### src/rtl/piso_serializer_pkg.sv
// Shared definitions for the parallel-in/serial-out serializer: FSM state
// encoding and the bit-counter width helper.
package piso_serializer_pkg;

  typedef enum logic {
    ST_IDLE  = 1'b0,
    ST_SHIFT = 1'b1
  } state_t;

  // Bits needed to count 0..n-1; callers guarantee n >= 2.
  function automatic int CLOG2(input int n);
    int r;
    r = 0;
    while ((1 << r) < n) r++;
    return r;
  endfunction

endpackage

### src/rtl/piso_hold_reg.sv
// One-entry holding buffer in front of the shifter. Accepts a word on
// valid/ready and releases it when the shifter pulses take.
module piso_hold_reg #(
  parameter int WIDTH = 4
) (
  input  logic             clk,
  input  logic             rst,
  input  logic [WIDTH-1:0] din,
  input  logic             din_valid,
  output logic             din_ready,
  input  logic             take,
  output logic [WIDTH-1:0] hold,
  output logic             hold_full
);

  // Ready comes straight from the flag register, never from din_valid.
  assign din_ready = !hold_full;

  // take and accept are mutually exclusive: take needs a full buffer,
  // accept needs an empty one.
  always_ff @(posedge clk or posedge rst) begin
    if (rst) begin
      hold      <= '0;
      hold_full <= 1'b0;
    end else if (take) begin
      hold_full <= 1'b0;
    end else if (din_valid && !hold_full) begin
      hold      <= din;
      hold_full <= 1'b1;
    end
  end

endmodule

### src/rtl/piso_serializer.sv
// Parallel-in/serial-out front end: buffers one word, shifts the current one
// out one bit per clock with frame_start/done strobes, gapless back-to-back.
module piso_serializer
  import piso_serializer_pkg::*;
#(
  parameter int WIDTH     = 4,
  parameter bit MSB_FIRST = 1'b1
) (
  input  logic             clk,
  input  logic             rst,
  input  logic [WIDTH-1:0] din,
  input  logic             din_valid,
  output logic             din_ready,
  output logic             sout,
  output logic             sout_valid,
  output logic             frame_start,
  output logic             done
);

  localparam int            CW   = CLOG2(WIDTH);
  localparam logic [CW-1:0] LAST = CW'(WIDTH - 1);

  state_t           state, state_d;
  logic [WIDTH-1:0] sr, sr_d;
  logic [CW-1:0]    cnt, cnt_d;
  logic [WIDTH-1:0] hold;
  logic             hold_full;
  logic             take;

  piso_hold_reg #(.WIDTH(WIDTH)) u_hold (
    .clk       (clk),
    .rst       (rst),
    .din       (din),
    .din_valid (din_valid),
    .din_ready (din_ready),
    .take      (take),
    .hold      (hold),
    .hold_full (hold_full)
  );

  always_comb begin
    state_d = state;
    sr_d    = sr;
    cnt_d   = cnt;
    take    = 1'b0;
    case (state)
      ST_IDLE: begin
        if (hold_full) begin
          sr_d    = hold;
          cnt_d   = '0;
          take    = 1'b1;
          state_d = ST_SHIFT;
        end
      end
      ST_SHIFT: begin
        sr_d  = MSB_FIRST ? {sr[WIDTH-2:0], 1'b0} : {1'b0, sr[WIDTH-1:1]};
        cnt_d = cnt + CW'(1);
        if (cnt == LAST) begin
          cnt_d = '0;
          if (hold_full) begin
            sr_d = hold;
            take = 1'b1;
          end else begin
            state_d = ST_IDLE;
          end
        end
      end
      default: state_d = ST_IDLE;
    endcase
  end

  always_ff @(posedge clk or posedge rst) begin
    if (rst) begin
      state <= ST_IDLE;
      sr    <= '0;
      cnt   <= '0;
    end else begin
      state <= state_d;
      sr    <= sr_d;
      cnt   <= cnt_d;
    end
  end

  // After WIDTH zero-filling shifts sr is all zero, so sout reads 0 in IDLE
  // straight from the register without any gating.
  assign sout        = MSB_FIRST ? sr[WIDTH-1] : sr[0];
  assign sout_valid  = (state == ST_SHIFT);
  assign frame_start = sout_valid && (cnt == '0);
  assign done        = sout_valid && (cnt == LAST);

endmodule
### config.mk
export PLATFORM = sky130hd
export DESIGN_NAME = piso_serializer
export DESIGN_NICKNAME = d
export VERILOG_FILES = /design/src/rtl/piso_serializer_pkg.sv /design/src/rtl/piso_hold_reg.sv /design/src/rtl/piso_serializer.sv
export SDC_FILE = /design/constraint.sdc
export NUM_CORES = 1
export LEC_CHECK = 0
export BUFFER_PORTS_ARGS = -buffer_cell sky130_fd_sc_hd__buf_2
export CORE_AREA = 10 10 47 49
export DETAILED_ROUTE_END_ITERATION = 16
export DIE_AREA = 0 0 57 59
export PLACE_DENSITY = 0.66
export SYNTH_ARGS = -nofsm -noshare
export SYNTH_HDL_FRONTEND = slang
export SYNTH_SLANG_ARGS = --single-unit
### constraint.sdc
create_clock -name clk -period 1.55 [get_ports clk]
set_clock_uncertainty 0.1 [all_clocks]
set_input_delay 0.2325 -clock clk [delete_from_list [all_inputs] [get_ports clk]]
set_output_delay 0.2325 -clock clk [all_outputs]
set_load 0.01 [all_outputs]
==> results of run 1 <==
-- timing repair --
item	CTS	global route
endpoints found under the hold margin	12	0
setup endpoints to repair	0	2
buffers inserted	0	1
gates resized for setup	0	3
hold buffers	1	0
-- layout make-up --
cell class                      count  area (sq um)
Clock buffer                        3          22.5
Fill cell                         143           727
Inverter                            4          15.0
Multi-Input combinational cell     31           244
Sequential cell                    12           300
Tap cell                           16          20.0
Timing Repair Buffer               13          72.6
-- per-stage QoR --
stage	setup TNS, ps	power [mW]	area, sq um	setup slack (ps)
3_3_place_gp	0	1.05	629	208
6_report	0	1.26	674	61.6
3_5_place_dp	0	1.07	629	167
5_1_grt	-14.5	1.39	674	-12.8
2_1_floorplan	0	0.958	577	269
4_1_cts	0	1.26	662	0.219
-- worst max-delay path by stage --
stage | cells past startpoint | start | to | slack [ps]
6_report | 4 | cnt[0] | frame_start | 60
5_1_grt | 4 | cnt[0] | frame_start | -10
4_1_cts | 3 | cnt[0] | done | 0.2
3_5_place_dp | 4 | cnt[0] | sr[2] | 170
3_3_place_gp | 4 | cnt[0] | sr[1] | 210
2_1_floorplan | 4 | cnt[0] | sr[2] | 270
-- cells by family after synthesis --
logic type / share of synthesized area [%]
mux: 9.54
fa+ha+maj: 6.51
buf+inv: 6.51
flops: 52.1
compound gates: 11.5
simple gates: 13.9
-- cell usage in the layout, fill, tap and decap left out, types with 2 or more instances in the layout --
cell type,synthesis,layout
mux2_2,4,4
dfrtp_1,12,12
clkbuf_4,0,3
a32oi_1,2,2
inv_1,4,3
ha_2,0,2
buf_2,0,11
nand2_1,7,7
o21ai_0,2,2
and2_1,2,2
-- sequential cells by signal, indices dropped and copies added (netlist names) --
signal / flops
cnt: 2
u_hold.hold_full: 1
sout_valid: 1
u_hold.hold: 4
sr: 4
-- power groups by stage --
stage / Clock, mW / Sequential, mW / Combinational [mW]
final: 0.181 / 0.604 / 0.478
after global placement: 0 / 0.601 / 0.449
after CTS: 0.191 / 0.605 / 0.462
after global routing: 0.206 / 0.628 / 0.552
after detailed placement: 0 / 0.611 / 0.459
after floorplan: 0 / 0.536 / 0.422
-- worst max-delay path: stages, from the launching register on --
cell	delay, ps
dfrtp_1	420
inv_2	50
ha_2	160
and2_1	140
buf_2	130
-- routing by layer --
metal	up-vias	GRT usage [%]	wire (um)
met1	182	7.74	498
li1	198	-	-
met3	2	2.58	60
met2	7	9.61	481
met5	-	0	0
met4	0	6.04	13
==> run metrics, run 1 <==
final hold vios=0; die height=59 um; Crit Path Category=reg2out; most common cell in the netlist=dfrtp_1; Reg2Reg Setup Slack=220 ps; YS warnings=0; Worst Hold End=u_hold.hold[2]; Min-Delay Path Depth=2; initial antenna violation count=0; pwr/cell area=1870 mW/mm^2; final setup violation count=0; largest net degree at the start of global routing=13; Non-Filler Instances=about 80; DR vias/cell=around 5; Switching Share=36.6%; combinational share of power=37.8%; CP max FO=4; crit path launch type=flip-flop; Avg Synthesized Cell Area=11.8 sq um; DR vias=around 390; final period utilization=between 90 and 100%; fin util=48.1%; sw power=roughly 0.46 mW; Antenna diodes=0; H-tree lvl count=1; Port Buffers=11; Clock power frac=~14%; Slew Limit Fails=0; Initial Util=approximately two fifths; DP HPWL=805 um; Seq pwr share=47.8%; Pre-Repair DR Iteration Count=4; Worst Reg2Reg Path Length in Cells=4; overflow left after global routing=0; Peak Freq=672 MHz; DRC=0; Synth area leaders=dfrtp_1, mux2_2, ha_1; Routed WL per cell=13.3 um; post-synth top area share=52.1%; Worst Hold Launch=din[2]; gp weighted congestion=around 0.73; nets=between 70 and 80; CTS tree=yes; sequential area share after synthesis=52.1%; Final Critical Period=1490 ps; Antenna Nets Post-Route=0; FP Rows=14; CP required=1220 ps; Reg clk slew, reported paths=approximately 70 ps; worst hold path type=in2reg; Leak=between 0.3 and 0.4 nW; Placed Cells=74; slew of the pin with the lowest slew margin=around 450 ps; RSZ-0062 raised after global routing=true; die width=57 um; maximum VDD drop=0.872 mV; core area=0.00140 sq mm; CTS Buf Count=3; area grow syn2layout=16.9%; outcome=completed; WL final=1050 um; CTS Sinks=12; area leader, netlist=dfrtp_1; post-synthesis cell area=around 580 sq um; Int Pwr=around 0.8 mW; CTS Buffer Depth=2; worst rel slew slack=70.1%; FF-to-FF End=sr[1]; Mapped Nets=59; final hold slack=96.1 ps; max-cap violation count=0; cells after synthesis=49; clock root buffer=clkbuf_4; Die Area=0.00336 sq mm; RR Startpoint=cnt[0]; first-pass GRT wire length=1760 um; I/O Pins=12; Critical Path End Type=output pin; Post-synth top flop=dfrtp_1; GRT Util Overall=6.78%; Synth Register Bits=12; Worst-Skew Late Latency=roughly 260 ps; Post-synth top cells=dfrtp_1, nand2_1, inv_1, mux2_2, ha_1; arrival time worst endpoint=1160 ps; drt first-iter violations=4; EDFF count, synth=0; Post-synth ARST share=100%; number of global-route vias before repair=~410; layout cell share with drive strength beyond 1=about two fifths; synth unique cells=20
Power figures use the tool's default switching activity.
==> run 2, diff against run 1 <==
Settings changed: ABC_AREA from default to 1, MAX_ROUTING_LAYER from default to met4, PLACE_DENSITY 0.66 to default, PLACE_DENSITY_LB_ADDON from default to 0.2.
==> run metrics, run 2 <==
EDFF count, synth=0 (unchanged); commonest cells after routing, fill and taps aside=nand2_1, dfrtp_1, buf_2; Largest stage delay, worst path=390 ps (-30 ps); Antenna diodes=0 (unchanged); Initial Util=43.9% (+2.8 points); crit-path leading delay family=flip-flops; final hold vios=0 (unchanged); Reg2Reg Setup Slack=330 ps (+110 ps); final setup violation count=0 (unchanged); DR vias=461 (+19%); Synth Register Bits=12 (unchanged); Reg clk slew, reported paths=70 ps (about the same); area grow syn2layout=18.1%; crit path launch type=flip-flop; drt first-iter violations=6 (+2); cells after synthesis=70 (+43%); final hold slack=92.1 ps (-4.02 ps); largest net degree at the start of global routing=13 (unchanged); slew of the pin with the lowest slew margin=446 ps (-1.66 ps); first-pass GRT wire length=2010 um (+14%); gp weighted congestion=0.712 (-2.9%); CTS Sinks=12 (unchanged); die width=57 um (unchanged); YS warnings=0 (unchanged); Final Critical Period=1470 ps (-17.1 ps); clock root buffer=clkbuf_4; CTS Buf Count=3 (unchanged); Slowest-stage cell, CP=dfrtp_1; max-cap violation count=0 (unchanged); core area=0.00140 sq mm (unchanged); post-synthesis cell area=616 sq um (+6.7%); Post-synth ARST share=100% (unchanged); CTS tree=yes; fin util=51.9% (+3.8 points); WL final=1090 um (+3.2%); Placed Cells=96 (+30%); pwr/cell area=1940 mW/mm^2 (+3.5%); arrival time worst endpoint=1140 ps (-20 ps); end point of the critical path=frame_start; Die Area=0.00336 sq mm (unchanged); Port Buffers=11 (unchanged); post-synth top area share=48.8% (-3.3 points); area leader, netlist=dfrtp_1; Leak=0.415 nW (+22%); Worst Reg2Reg Path Length in Cells=6 (+2); outcome=completed; WP depth=5 (+1); worst rel slew slack=70.2% (+0.11 points); nets=98 (+31%); final period utilization=94.9% (-1.1 points); worst hold path type=in2reg; layout cell share with drive strength beyond 1=36.0% (-2.0 points); Avg Synthesized Cell Area=8.79 sq um (-25%); H-tree lvl count=1 (unchanged); cells along the critical path=inv_2 -> ha_1 -> nand2_1 -> inv_2 -> buf_2; maximum VDD drop=0.928 mV (+6.3%); setup TNS=0 ps (unchanged); Slew Limit Fails=0 (unchanged); die height=59 um (unchanged); Routed WL per cell=10.7 um (-20%); finished layout cell area=727 sq um (+7.8%); Critical Path End Type=output pin; RR Startpoint=cnt[0]; CP max FO=3 (-1); most common cell in the netlist=nand2_1; Peak Freq=680 MHz (+1.2%); initial antenna violation count=0 (unchanged); most common cell after layout, fill and taps aside=nand2_1; Most common cell on crit path=inv_2; Pre-Repair DR Iteration Count=4 (unchanged); I/O Pins=12 (unchanged); sequential area share after synthesis=48.8% (-3.3 points); CTS Buffer Depth=2 (unchanged); WP buf/inv=3 (+1); Mapped Nets=80 (+36%); GRT Util Overall=7.67% (+0.89 points); DRC=0 (unchanged); FP Rows=14 (unchanged); Crit Path Category=reg2out; synth unique cells=15 (-25%); area post-placement=679 sq um (+8.0%); number of global-route vias before repair=461 (+13%); overflow left after global routing=0 (unchanged); DP HPWL=873 um (+8.4%); Post-synth top cells=nand2_1, dfrtp_1, inv_1; Antenna Nets Post-Route=0 (unchanged); DR vias/cell=4.52 (-8.2%); Post-synth top flop=dfrtp_1; FF-to-FF End=sr[1]; CP required=1220 ps (about the same); Worst-Skew Late Latency=270 ps (about the same); Non-Filler Instances=102 (+29%); Synth area leaders=dfrtp_1, nand2_1, ha_1; Largest regs=sr: 4 flops, u_hold.hold: 4 flops, cnt: 2 flops; CP Launch Point=cnt[0]
[run 2: cell types whose count changed in the layout (fill, tap and decap cells not counted), moves of 4 or more]
| cell | delta |
|---|---|
| mux2_2 | -4 |
| nand3_1 | +4 |
| inv_2 | +5 |
| inv_1 | +5 |
| nand2_1 | +12 |
[run 2: cell type report]
class,count,area [sq um]
clock buffers,3,22.5
fillers,146,674
inverters,14,52.6
multi-input cells,43,251
flip-flops and latches,12,300
well taps,16,20.0
repair buffers,14,80.1
[run 2: tightest hold or removal path, stage by stage]
cell,delay (ps)
buf_2,70
nand3_1,60
nand2_1,60
[run 2: where the power goes]
| group | internal (mW) | switching, mW | total, mW | leakage [nW] |
|---|---|---|---|---|
| sequential | 0.459 | 0.102 | 0.561 | 0.141 |
| clock | 0.0899 | 0.0984 | 0.188 | 0.0138 |
| combinational | 0.283 | 0.377 | 0.660 | 0.261 |
[run 2: repair_timing]
item / in CTS / in global routing
hold buffers: 1 / 0
endpoints found under the setup margin: 0 / 1
setup buffers: 0 / 2
gates resized for setup: 0 / 2
endpoints found under the hold margin: 12 / 0
[run 2: metal layers]
layer,vias to the layer above,wire [um],track usage [%]
li1,243,-,-
met1,205,527,8.89
met2,11,494,10.9
met3,2,44,2.79
met4,0,20,5.03
met5,-,0,-
[run 2: worst min-delay path by stage]
stage | start | endpoint | slack, ps | cells past startpoint
3_5_place_dp | rst | u_hold.hold[0] | 170 | 2
6_report | din[0] | u_hold.hold[0] | 90 | 3
3_3_place_gp | rst | u_hold.hold[0] | 170 | 2
4_1_cts | din[0] | u_hold.hold[0] | 90 | 3
2_1_floorplan | rst | cnt[0] | -3 | 1
5_1_grt | din[0] | u_hold.hold[0] | 110 | 3
[run 2: cells by family (layout without fill, tap and decap cells)]
| logic type | count (synthesis) | in the layout | synth area share (%) |
|---|---|---|---|
| flip-flops | 12 | 12 | 48.8 |
| adder cells (fa/ha/maj) | 3 | 3 | 6.10 |
| AO/OA/AOI/OAI | 7 | 7 | 8.74 |
| AND/OR/NAND/NOR | 33 | 33 | 26.0 |
| buffers and inverters | 15 | 31 | 10.4 |
[run 2: per-stage QoR]
step | setup slack [ps] | power, mW
2_1_floorplan | 442 | 1.05
3_3_place_gp | 341 | 1.18
3_5_place_dp | 334 | 1.20
4_1_cts | 37.5 | 1.39
5_1_grt | -3.04 | 1.57
6_report | 78.7 | 1.41
